--- config.mk ---
export PLATFORM = sky130hd
export DESIGN_NAME = serial_adder_ctrl
export DESIGN_NICKNAME = d
export VERILOG_FILES = /design/src/rtl/serial_adder_ctrl.sv
export SDC_FILE = /design/constraint.sdc
export NUM_CORES = 1
export LEC_CHECK = 0
export ABC_AREA = 1
export ABC_CLOCK_PERIOD_IN_PS = 5300
export BUFFER_PORTS_ARGS = -buffer_cell sky130_fd_sc_hd__buf_4
export CAP_MARGIN = 20
export CORE_MARGIN = 5
export CORE_UTILIZATION = 56
export CTS_BUF_LIST = sky130_fd_sc_hd__clkbuf_16
export CTS_CLUSTER_DIAMETER = 40
export DETAILED_ROUTE_END_ITERATION = 10
export PLACE_DENSITY = 0.8
export SLEW_MARGIN = 25
export SYNTH_ARGS = -nofsm -noshare
export SYNTH_HDL_FRONTEND = slang
export SYNTH_SLANG_ARGS = --single-unit
--- constraint.sdc ---
create_clock -name clk -period 5.3 [get_ports clk]
set_clock_uncertainty 0.05 [all_clocks]
set_input_delay 1.06 -clock clk [delete_from_list [all_inputs] [get_ports clk]]
set_output_delay 1.06 -clock clk [all_outputs]
set_load 0.01 [all_outputs]
--- src/rtl/serial_adder_ctrl.sv ---
// Bit-serial WIDTH-bit adder: one shared half adder, two passes per bit, LSB first,
// with a start/busy/done handshake. All outputs are driven straight from flops.

module half_adder (
  input  logic a,
  input  logic b,
  output logic x,
  output logic y
);
  assign x = a ^ b;
  assign y = a & b;
endmodule

module serial_adder_ctrl #(
  parameter int WIDTH = 8
) (
  input  logic             clk,
  input  logic             rst,
  input  logic             start,
  input  logic [WIDTH-1:0] op_a,
  input  logic [WIDTH-1:0] op_b,
  output logic             busy,
  output logic             done,
  output logic [WIDTH-1:0] sum,
  output logic             cout
);
  localparam int IDX_W = (WIDTH > 1) ? $clog2(WIDTH) : 1;

  typedef enum logic [1:0] {IDLE, PASS1, PASS2, DONE} state_t;

  state_t             state_reg, state_next;
  logic               busy_reg, busy_next;
  logic               done_reg, done_next;
  logic [WIDTH-1:0]   a_reg, b_reg, sum_reg;
  logic [IDX_W-1:0]   idx_reg;
  logic               s1_reg, c1_reg, cy_reg, cout_reg;
  logic [WIDTH-1:0]   bit_sel, bit_wr;
  logic               accept, last_bit;
  logic               ha_a, ha_b, ha_x, ha_y;

  assign accept   = (state_reg == IDLE) && start;
  assign last_bit = (idx_reg == IDX_W'(WIDTH - 1));

  // One-hot decode of the current bit index; reused for operand select and sum write.
  for (genvar gi = 0; gi < WIDTH; gi++) begin : g_bit
    assign bit_sel[gi] = (idx_reg == IDX_W'(gi));
    assign bit_wr[gi]  = bit_sel[gi] && (state_reg == PASS2);
  end

  always_ff @(posedge clk) begin
    if (rst) begin
      state_reg <= IDLE;
      busy_reg  <= 1'b0;
      done_reg  <= 1'b0;
    end else begin
      state_reg <= state_next;
      busy_reg  <= busy_next;
      done_reg  <= done_next;
    end
  end

  always_comb begin
    state_next = state_reg;
    case (state_reg)
      IDLE:    if (start) state_next = PASS1;
      PASS1:   state_next = PASS2;
      PASS2:   state_next = last_bit ? DONE : PASS1;
      DONE:    state_next = IDLE;
      default: state_next = IDLE;
    endcase
  end

  // busy/done are registered from the next state so they line up with the state flops.
  always_comb begin
    busy_next = (state_next == PASS1) || (state_next == PASS2);
    done_next = (state_next == DONE);
  end

  always_comb begin
    ha_a = |(a_reg & bit_sel);
    ha_b = |(b_reg & bit_sel);
    if (state_reg == PASS2) begin
      ha_a = s1_reg;
      ha_b = cy_reg;
    end
  end

  half_adder u_ha (
    .a (ha_a),
    .b (ha_b),
    .x (ha_x),
    .y (ha_y)
  );

  always_ff @(posedge clk) begin
    if (rst) begin
      a_reg    <= '0;
      b_reg    <= '0;
      idx_reg  <= '0;
      s1_reg   <= 1'b0;
      c1_reg   <= 1'b0;
      cy_reg   <= 1'b0;
      cout_reg <= 1'b0;
    end else begin
      case (state_reg)
        IDLE: if (start) begin
          a_reg    <= op_a;
          b_reg    <= op_b;
          idx_reg  <= '0;
          cy_reg   <= 1'b0;
          cout_reg <= 1'b0;
        end
        PASS1: begin
          s1_reg <= ha_x;
          c1_reg <= ha_y;
        end
        PASS2: begin
          cy_reg <= c1_reg | ha_y;
          if (last_bit) cout_reg <= c1_reg | ha_y;
          else          idx_reg  <= idx_reg + 1'b1;
        end
        default: ;
      endcase
    end
  end

  always_ff @(posedge clk) begin
    if (rst || accept) sum_reg <= '0;
    else               sum_reg <= (sum_reg & ~bit_wr) | (bit_wr & {WIDTH{ha_x}});
  end

  assign busy = busy_reg;
  assign done = done_reg;
  assign sum  = sum_reg;
  assign cout = cout_reg;
endmodule

# Yosys cells after proc, flatten, opt, wreduce, memory -nomap -nowiden
# Cells that the tools add are included.
# Widths: inputs -> output; s select.
# word_totals
wordCells	69
register_bits	35
out_inout_bits	11
# op_classes
n_reduce_logical	20
muxes	12
bitwise	9
n_addsub	1
n_eq_ne	16
# op_table
operator	count
$and 8x8->8	4
$reduce_or 8->1	2
$eq 3x3->1 const B	4
$logic_and 1x1->1	9
$eq 2x2->1 const B	4
$not 8->8	1
$or 8x8->8	1
$pmux 2 s4	1
$eq 3x2->1 const B	2
$mux 3	2
$ne 2x2->1 const B	3
$pmux 3 s2	1
$reduce_and 3->1	2
$eq 2x1->1 const B	2
$mux 1	4
$mux 2	2
$pmux 1 s2	2
$reduce_and 2->1	2
$add 3x1->3 const B	1
$eq 3x1->1 const B	1
$logic_not 3->1	1
$logic_not 2->1	1
$logic_or 1x1->1	2
$reduce_bool 2->1	1
3 further kinds	3

# Depth between registers and ports, before layout
# Gate-level depths: netlist of the first run.
# depth
ltp_word	8
depth_mapped	11
ltp_nobuf	10

# Hierarchy
# Synthesis of the first run repeated with hierarchy kept, for this count alone.
# unflattened
hier_cells	222
hier_area_um2	1600.3
# modules_own_cells
mod	area_per_inst_um2	n_inst	cells_per_inst
serial_adder_ctrl	1587.8	1	221
half_adder	12.5	1	1

# Worst setup path after synthesis of the first run
# No wires, ideal clock.
# synth_path
path_kind	register to register
startpoint	register idx_reg[2]
endpoint	register (tool-made name)
path_slack_ps	3358
path_buffers	2
stages_incl_launch_ff	12
arrival_ps	1821
period_less_slack_ps	1942
cell_sequence	dfxtp_1 > buf_2 > inv_1 > ha_1 > nand2_1 > nand3_1 > nor2_1 > a21oi_1 > ha_1 > clkbuf_1 > nand4_1 > a21oi_1
# synth_lines
element	line_no	rtl
from (decl)	35	logic [IDX_W-1:0] idx_reg;
from (signal assigned)	120	else idx_reg <= idx_reg + 1'b1;

==> results of run 1 <==
==> worst paths after layout <==
path | cells after the start | startpoint | slack, ns | endpoint
hold / removal | 2 | flip-flop | 0.42 | flip-flop
setup / recovery | 9 | idx_reg[2] | 2.80 | flip-flop
hold reg to reg | 2 | flip-flop | 0.42 | flip-flop
setup reg to reg | 9 | idx_reg[2] | 2.80 | flip-flop
==> layout by cell type, fill, tap and decap left out, types with 3 or more instances in the layout <==
cell type / netlist / routed
nand2_1: 35 / 35
ha_1: 8 / 8
nand3_1: 23 / 23
buf_4: 1 / 29
inv_2: 3 / 3
nor2_1: 50 / 50
o21ai_0: 21 / 21
a21oi_1: 16 / 16
dfxtp_1: 35 / 35
inv_1: 11 / 12
clkbuf_16: 0 / 5
nand4_1: 3 / 3
==> per-stage QoR <==
step | cells | util (%) | hold WS [ns] | worst slack (ns) | area (um2)
4_1_cts | 276 | 70.1 | 0.418 | 2.81 | 1920
5_1_grt | 276 | 70.1 | 0.436 | 2.55 | 1920
6_report | 276 | 70.1 | 0.418 | 2.80 | 1920
2_1_floorplan | 221 | - | 0.405 | 3.36 | 1590
3_3_place_gp | 270 | 65.4 | 0.401 | 2.99 | 1790
3_5_place_dp | 270 | 65.4 | 0.409 | 2.91 | 1790
==> cell type report <==
class,instances,area (um2),area share [%]
Clock buffer,5,125,6.53
Multi-Input combinational cell,161,778,40.6
Tap cell,31,38.8,2.02
Sequential cell,35,701,36.6
Clock inverter,1,3.75,0.196
Timing Repair Buffer,29,218,11.4
Inverter,14,52.6,2.74
==> worst min-delay path, delay by kind of cell (launching register included) <==
kind            cells  cell delay, ns
compound gates      1            0.05
flops               1            0.30
simple gates        1            0.06
==> power breakdown <==
part	total (mW)	switching, mW	internal, mW
logic	0.0723	0.0435	0.0288
clock network	0.259	0.0926	0.166
registers	0.289	0.00927	0.280
==> kinds of logic after synthesis <==
logic type      share of synthesized area [%]
simple gates                             30.6
compound gates                           11.9
flops                                    44.0
buf+inv                                  7.15
fa+ha+maj                                6.28
==> layer usage <==
metal | up-vias | share of wire [%] | global-route usage (%)
met1 | 658 | 45 | 24.4
li1 | 765 | - | -
met3 | 11 | 6.7 | 5.51
met5 | - | 0 | 0
met4 | 0 | 2.8 | 9.35
met2 | 42 | 45 | 28.4
==> impl_metrics.py, run 1 <==
metrics = {
    "synthesis": {
        "synth_area_leaders": "dfxtp_1 (44%), nor2_1 (12%), nand2_1 (8.2%)",
        "synth_most_common_cell": "nor2_1",
        "avgSynthCellArea_um2": 7.21,
        "synthDistinctLibCells": 20,
        "ys_warn_count": 0,
        "async_reset_ff_share_pct": 0,
        "yosys.area.top_type": "dfxtp_1",
        "yosysSeqAreaShare_pct": 44.0,
        "ys_top_cells_by_count": "nor2_1 (50), dfxtp_1 (35), nand2_1 (35)",
        "ys_ff_latch": 35,
        "ys.flop_type": "dfxtp_1",
        "syn_inst": 221,
        "syn_area_mm2": 0.00159,
        "synth_edf_count": 0,
        "synth_top_area_share_pct": 44.0,
        "syn_nets": 248,
    },
    "clocking": {
        "cts_root_buffer": "clkbuf_16",
        "cts_tree": "built",
        "cts_made_buffers": 5,
        "clock_sinks": 35,
        "cts_setup_buffers": 0,
        "cts-resized-gates": 0,
        "clock_latency_ns": 0.27,
        "ctsHoldBuffers": 0,
        "htree_levels": 2,
        "clk_pin_slew_ns": 0.05,
        "clockBufferDepth": 2,
    },
    "timing": {
        "clock.fmax_ghz": 0.401,
        "fin_tns_setup_ns": 0,
        "min_period_over_period_pct": 47.1,
        "hold_viol": 0,
        "rsz0062_at_grt": "no",
        "relSlewSlack_pct": 61.7,
        "final-setup-viol-count": 0,
        "max_slew.worst_pin.slew_ns": 0.574,
        "post-route-min-period_ns": 2.50,
        "slew_viol_final": 0,
    },
    "setup_path": {
        "crit_fanout": 18,
        "cp.arrival_ns": 2.64,
        "critPathCaptureType": "flip-flop",
        "max_stage_delay_ns": 0.68,
        "crit_family": "adder cells",
        "cp.required_ns": 5.45,
        "cp_slowest_cell": "dfxtp_1",
        "critPathBufInv": 1,
        "start_kind": "flip-flop",
        "path_cells": "inv_1, ha_1, nand2_1, nand3_1, nor2_1, a21oi_1, ha_1, nand4_1, a21oi_1",
        "critPathKind": "reg -> reg",
    },
    "floorplan": {
        "std_cell_rows": 19,
        "die_h_um": 63.3,
        "die-area_mm2": 0.00401,
        "fp.dieW_um": 63.3,
        "io_pins": 30,
        "initial_core_util_pct": 58.3,
        "coreArea_mm2": 0.00273,
    },
    "global_routing": {
        "antenna_found_initial": 0,
        "overflow": 0,
        "grt_max_degree": 24,
        "globalRouteTotalUtil_pct": 18.9,
        "grt_pass1_wl_mm": 6.13,
        "grt_pass1_vias": 1377,
    },
    "placed_design": {
        "io_buffers": 29,
        "gp_congestion": 0.873,
        "place_hpwl_mm": 2.42,
    },
    "routing": {
        "drc": 0,
        "antenna_left": 0,
        "wire_per_inst_um": 13.0,
        "drtIter0Drc": 94,
        "via_per_inst": 5.35,
        "routed_wl_mm": 3.58,
        "num_vias": 1476,
        "drtPass1Iterations": 4,
    },
    "worst_hold_path": {
        "hp-class": "reg -> reg",
    },
    "final_layout": {
        "finalNetCount": 273,
        "area_delta_synth_final_pct": 20.3,
        "diodes": 0,
        "nFillCells": 237,
        "drive_gt1_share_pct": 15.9,
    },
    "job": {
        "max_cap_viol_count": 0,
    },
    "power": {
        "power_density_mw_per_mm2": 324,
        "total_power_mw": 0.620,
        "ir_drop_mv": 0.303,
        "p_leak_nw": 0.865,
    },
    "run_status": {
        "status": "finished clean",
    },
}
(Power assumes the default switching activity.)
==> inputs of run 2 (changes only) <==
Settings changed: ABC_CLOCK_PERIOD_IN_PS 5300 to 2200, CORE_UTILIZATION 56 to 49, PLACE_DENSITY 0.8 to 0.75.
Clock period 5.3 ns to 2.2 ns, I/O delays scaled along.
==> run 2 against run 1 <==
  * Register-to-register slack got worse by 2.6 ns
  * Global-route usage decreased by 1.9 points
  * Sequential cell count unchanged
  * Worst setup slack got worse by 2.6 ns
  * Critical path type unchanged
==> impl_metrics.py, run 2 (synthesis results as in run 1) <==
metrics = {
    "final_layout": {
        "drive_gt1_share_pct": 18.0,
        "diodes": 0,
        "final_cell_mix": "nor2_1 (50), nand2_1 (35), dfxtp_1 (35)",
        "final_util_pct": 64.0,
        "area_delta_synth_final_pct": 23.7,
        "fin_area_mm2": 0.00197,
        "mostFrequentLayoutCell": "nor2_1",
        "finalNonFillerCells": 294,
        "finalNetCount": 277,
    },
    "timing": {
        "min_period_over_period_pct": 90.8,
        "timing.hold.ws_ns": 0.345,
        "rsz0062_at_grt": "no",
        "post-route-min-period_ns": 2.00,
        "fin_tns_setup_ns": 0,
        "clock.fmax_ghz": 0.501,
        "relSlewSlack_pct": 74.4,
        "max_slew.worst_pin.slew_ns": 0.383,
        "final-setup-viol-count": 0,
        "hold_viol": 0,
        "slew_viol_final": 0,
        "worst_slack_ns": 0.203,
    },
    "setup_path": {
        "cp.required_ns": 2.35,
        "start_kind": "flip-flop",
        "critPathBufInv": 0,
        "critPathCaptureType": "flip-flop",
        "max_stage_delay_ns": 0.41,
        "r2r_slack_ns": 0.20,
        "crit_family": "adder cells",
        "critPathKind": "reg -> reg",
        "path_cells": "ha_1, ha_1, nand2_1, nand3_1, nor2_1, a21oi_1, ha_2, nand3_1, a21oi_1",
        "crit_fanout": 9,
        "r2r_cells": 9,
        "cp.arrival_ns": 2.15,
        "r2r-start": "idx_reg[0]",
        "cp_slowest_cell": "ha_2",
    },
    "power": {
        "p_int_mw": 1.15,
        "ir_drop_mv": 0.469,
        "pwr-share-comb_pct": 11.6,
        "power_density_mw_per_mm2": 767,
        "p_leak_nw": 0.883,
        "total_power_mw": 1.51,
        "switching_share_pct": 23.7,
        "pwr-share-clk_pct": 42.4,
        "power_frac_seq_pct": 46.1,
        "power.switching_mw": 0.358,
    },
    "global_routing": {
        "grt_pass1_wl_mm": 5.73,
        "grt_max_degree": 24,
        "grt_pass1_vias": 1356,
        "antenna_found_initial": 0,
        "overflow": 0,
        "globalRouteTotalUtil_pct": 17.0,
    },
    "placed_design": {
        "place_area_mm2": 0.00183,
        "place_ws_ns": 0.175,
        "place_inst": 287,
        "io_buffers": 29,
        "gp_congestion": 0.788,
        "place_hpwl_mm": 2.47,
    },
    "clocking": {
        "htree_levels": 2,
        "clock_sinks": 35,
        "ctsHoldBuffers": 0,
        "clock_latency_ns": 0.27,
        "cts_root_buffer": "clkbuf_16",
        "clk_pin_slew_ns": 0.05,
        "clockBufferDepth": 2,
        "cts_made_buffers": 5,
        "cts_tree": "built",
    },
    "routing": {
        "wire_per_inst_um": 11.5,
        "drtIter0Drc": 145,
        "via_per_inst": 4.93,
        "routed_wl_mm": 3.37,
        "num_vias": 1448,
        "drc": 0,
        "antenna_left": 0,
        "drtPass1Iterations": 4,
    },
    "floorplan": {
        "io_pins": 30,
        "coreArea_mm2": 0.00308,
        "die_h_um": 67.0,
        "initial_core_util_pct": 51.7,
        "die-area_mm2": 0.00449,
        "fp.dieW_um": 67.0,
        "std_cell_rows": 20,
    },
    "worst_hold_path": {
        "hp-class": "in -> reg",
        "hold_start": "rst",
        "hold_path_end": "idx_reg[2]",
        "whs_path_depth": 2,
    },
    "job": {
        "max_cap_viol_count": 0,
    },
    "run_status": {
        "status": "finished clean",
    },
}
run 2: power groups by stage:
stage,Sequential (mW),Combinational [mW],Clock [mW]
3_5_place_dp,0.708,0.173,0
2_1_floorplan,0.704,0.120,0
4_1_cts,0.696,0.174,0.658
6_report,0.696,0.175,0.640
5_1_grt,0.700,0.201,0.684
3_3_place_gp,0.708,0.172,0
run 2: per-layer routing:
| metal | vias to the layer above | track usage (%) | share of wire (%) |
|---|---|---|---|
| li1 | 777 | - | - |
| met1 | 643 | 20.8 | 49 |
| met2 | 22 | 26.5 | 44 |
| met3 | 6 | 6.58 | 5.5 |
| met4 | 0 | 6.33 | 1.2 |
| met5 | - | 0 | 0 |
run 2: layout make-up:
cell class | count | area [um2]
Fill cell | 291 | 1110
Multi-Input combinational cell | 161 | 781
Sequential cell | 35 | 701
Timing Repair Buffer | 33 | 248
Clock buffer | 5 | 125
Tap cell | 44 | 55.1
Inverter | 14 | 52.6
Clock inverter | 2 | 8.76
run 2: worst max-delay path by stage:
stage          cells after the start        end       start  slack (ns)
2_1_floorplan                     11  flip-flop  idx_reg[2]        0.26
3_3_place_gp                       9  flip-flop  idx_reg[0]        0.20
3_5_place_dp                       9  flip-flop  idx_reg[0]        0.18
4_1_cts                            9  flip-flop  idx_reg[0]        0.16
5_1_grt                            9  flip-flop  idx_reg[2]      0.0005
6_report                           9  flip-flop  idx_reg[0]        0.20
run 2: worst register-to-register path, delay by kind of cell (launching register included):
kind            cells  cell delay (ns)
compound gates      2             0.23
fa+ha+maj           3             0.90
flops               1             0.34
simple gates        4             0.41
run 2: repair_timing:
| action | 4_1_cts | 5_1_grt |
|---|---|---|
| gates resized for setup | 0 | 1 |
| endpoints found under the hold margin | 0 | 0 |
| buffers inserted | 0 | 0 |
| setup endpoints to repair | 0 | 7 |
==> inputs of run 3 (changes only) <==
Settings changed: CORE_MARGIN 5 to not set.
==> run 3 against run 2 <==
  * Combinational power is essentially flat
  * Critical path depth is the same
  * Largest cell class unchanged
  * Utilization grew 0.081 points
  * Sequential share of layout area is essentially flat
  * Via count grew 1.7%
  * Die area shrank 22%
  * Highest routed layer unchanged
  * Routed wire length shrank 5.2%
  * Cell count grew 0.34%
==> impl_metrics.py, run 3 (synthesis results as in run 1) <==
metrics = {
    "run_status": {
        "status": "finished clean",
    },
    "timing": {
        "relSlewSlack_pct": 73.8,
        "post-route-min-period_ns": 1.98,
        "final-setup-viol-count": 0,
        "slew_viol_final": 0,
        "max_slew.worst_pin.slew_ns": 0.392,
        "clock.fmax_ghz": 0.506,
        "min_period_over_period_pct": 89.8,
        "fin_tns_setup_ns": 0,
        "hold_viol": 0,
        "rsz0062_at_grt": "no",
    },
    "final_layout": {
        "final_cell_mix": "nor2_1 (50), nand2_1 (35), dfxtp_1 (35)",
        "mostFrequentLayoutCell": "nor2_1",
        "final_util_pct": 64.1,
        "diodes": 0,
        "finalNetCount": 277,
        "drive_gt1_share_pct": 17.5,
        "nFillCells": 293,
        "fin_area_mm2": 0.00197,
        "area_delta_synth_final_pct": 23.9,
    },
    "global_routing": {
        "globalRouteTotalUtil_pct": 20.8,
        "overflow": 0,
        "use_met2_pct": 32.8,
        "grt_busiest_layer": "met2",
        "met3_usage_pct": 6.55,
        "grt_max_degree": 24,
        "antenna_found_initial": 0,
        "grt_pass1_wl_mm": 5.36,
        "met1_usage_pct": 26.9,
        "grt_pass1_vias": 1259,
    },
    "worst_hold_path": {
        "hp-class": "in -> reg",
    },
    "routing": {
        "antenna_left": 0,
        "drtIter0Drc": 62,
        "via_per_inst": 4.99,
        "routed_wl_mm": 3.19,
        "num_vias": 1473,
        "wire_per_inst_um": 10.8,
        "drtPass1Iterations": 4,
        "drc": 0,
    },
    "setup_path": {
        "crit_fanout": 9,
        "r2r_slack_ns": 0.22,
        "critPathKind": "reg -> reg",
        "cp.arrival_ns": 2.13,
        "startpoint": "idx_reg[2]",
        "r2r-start": "idx_reg[2]",
        "critPathCaptureType": "flip-flop",
        "start_kind": "flip-flop",
        "cp.required_ns": 2.35,
        "r2r_cells": 9,
    },
    "placed_design": {
        "place_hpwl_mm": 2.31,
        "io_buffers": 29,
        "place_area_mm2": 0.00183,
        "gp_congestion": 0.853,
    },
    "clocking": {
        "clk_pin_slew_ns": 0.05,
        "clockBufferDepth": 2,
        "clock_latency_ns": 0.27,
        "htree_levels": 2,
        "cts_made_buffers": 5,
        "cts-resized-gates": 0,
        "cts_setup_buffers": 0,
        "cts_tree": "built",
        "ctsHoldBuffers": 0,
        "cts_root_buffer": "clkbuf_16",
        "clock_sinks": 35,
    },
    "floorplan": {
        "die-area_mm2": 0.00348,
        "die_h_um": 59.0,
        "io_pins": 30,
        "coreArea_mm2": 0.00308,
        "initial_core_util_pct": 51.7,
        "std_cell_rows": 20,
        "fp.dieW_um": 59.0,
    },
    "power": {
        "p_leak_nw": 0.886,
        "power_density_mw_per_mm2": 769,
        "ir_drop_mv": 0.471,
    },
    "job": {
        "max_cap_viol_count": 0,
    },
}
run 3: cell count changes in the layout (fill, tap and decap cells not counted), sizes merged:
cell,before,now
inv,14,15
run 3: how the worst min path moves through the flow:
stage	startpoint	slack [ns]	endpoint	cells after the start
finish	rst	0.34	state_reg[1]	2
detailed placement	flip-flop	0.41	flip-flop	2
floorplan	a_reg[4]	0.40	a_reg[4]	2
CTS	rst	0.34	busy	2
global route	rst	0.36	busy	2
global placement	flip-flop	0.40	flip-flop	2
run 3: where the power goes:
group / switching (mW) / leakage (nW) / total, mW / internal, mW
Clock: 0.241 / 0.0701 / 0.648 / 0.406
Sequential: 0.0211 / 0.287 / 0.695 / 0.674
Combinational: 0.100 / 0.529 / 0.174 / 0.0742
run 3: cell type report:
type	instances	area (um2)	share of cell area, %
Multi-Input combinational cell	161	781	39.6
Sequential cell	35	701	35.5
Timing Repair Buffer	33	248	12.6
Clock buffer	5	125	6.34
Tap cell	44	55.1	2.79
Inverter	14	52.6	2.66
Clock inverter	3	11.3	0.571
run 3: worst max-delay path, cell delays in order (launching register included):
cell	delay, ns
dfxtp_1	0.43
inv_1	0.16
ha_1	0.28
nand2_1	0.08
nand3_1	0.07
nor2_1	0.11
a21oi_1	0.07
ha_2	0.42
nand4_1	0.12
a21oi_1	0.13
run 3: metal layers:
layer | part of all wire [%] | wire (um) | up-vias
li1 | - | - | 774
met5 | 0 | 0 | -
met4 | 1.3 | 40 | 0
met1 | 49 | 1550 | 665
met3 | 3.9 | 125 | 6
met2 | 46 | 1480 | 28
run 3: per-stage QoR:
step,setup WS (ns),cells,hold slack (ns),power [mW]
2_1_floorplan,0.258,221,0.405,0.825
6_report,0.225,295,0.345,1.52
3_3_place_gp,0.206,287,0.402,0.881
5_1_grt,0.00215,295,0.356,1.59
4_1_cts,0.160,295,0.344,1.53
3_5_place_dp,0.178,287,0.406,0.882
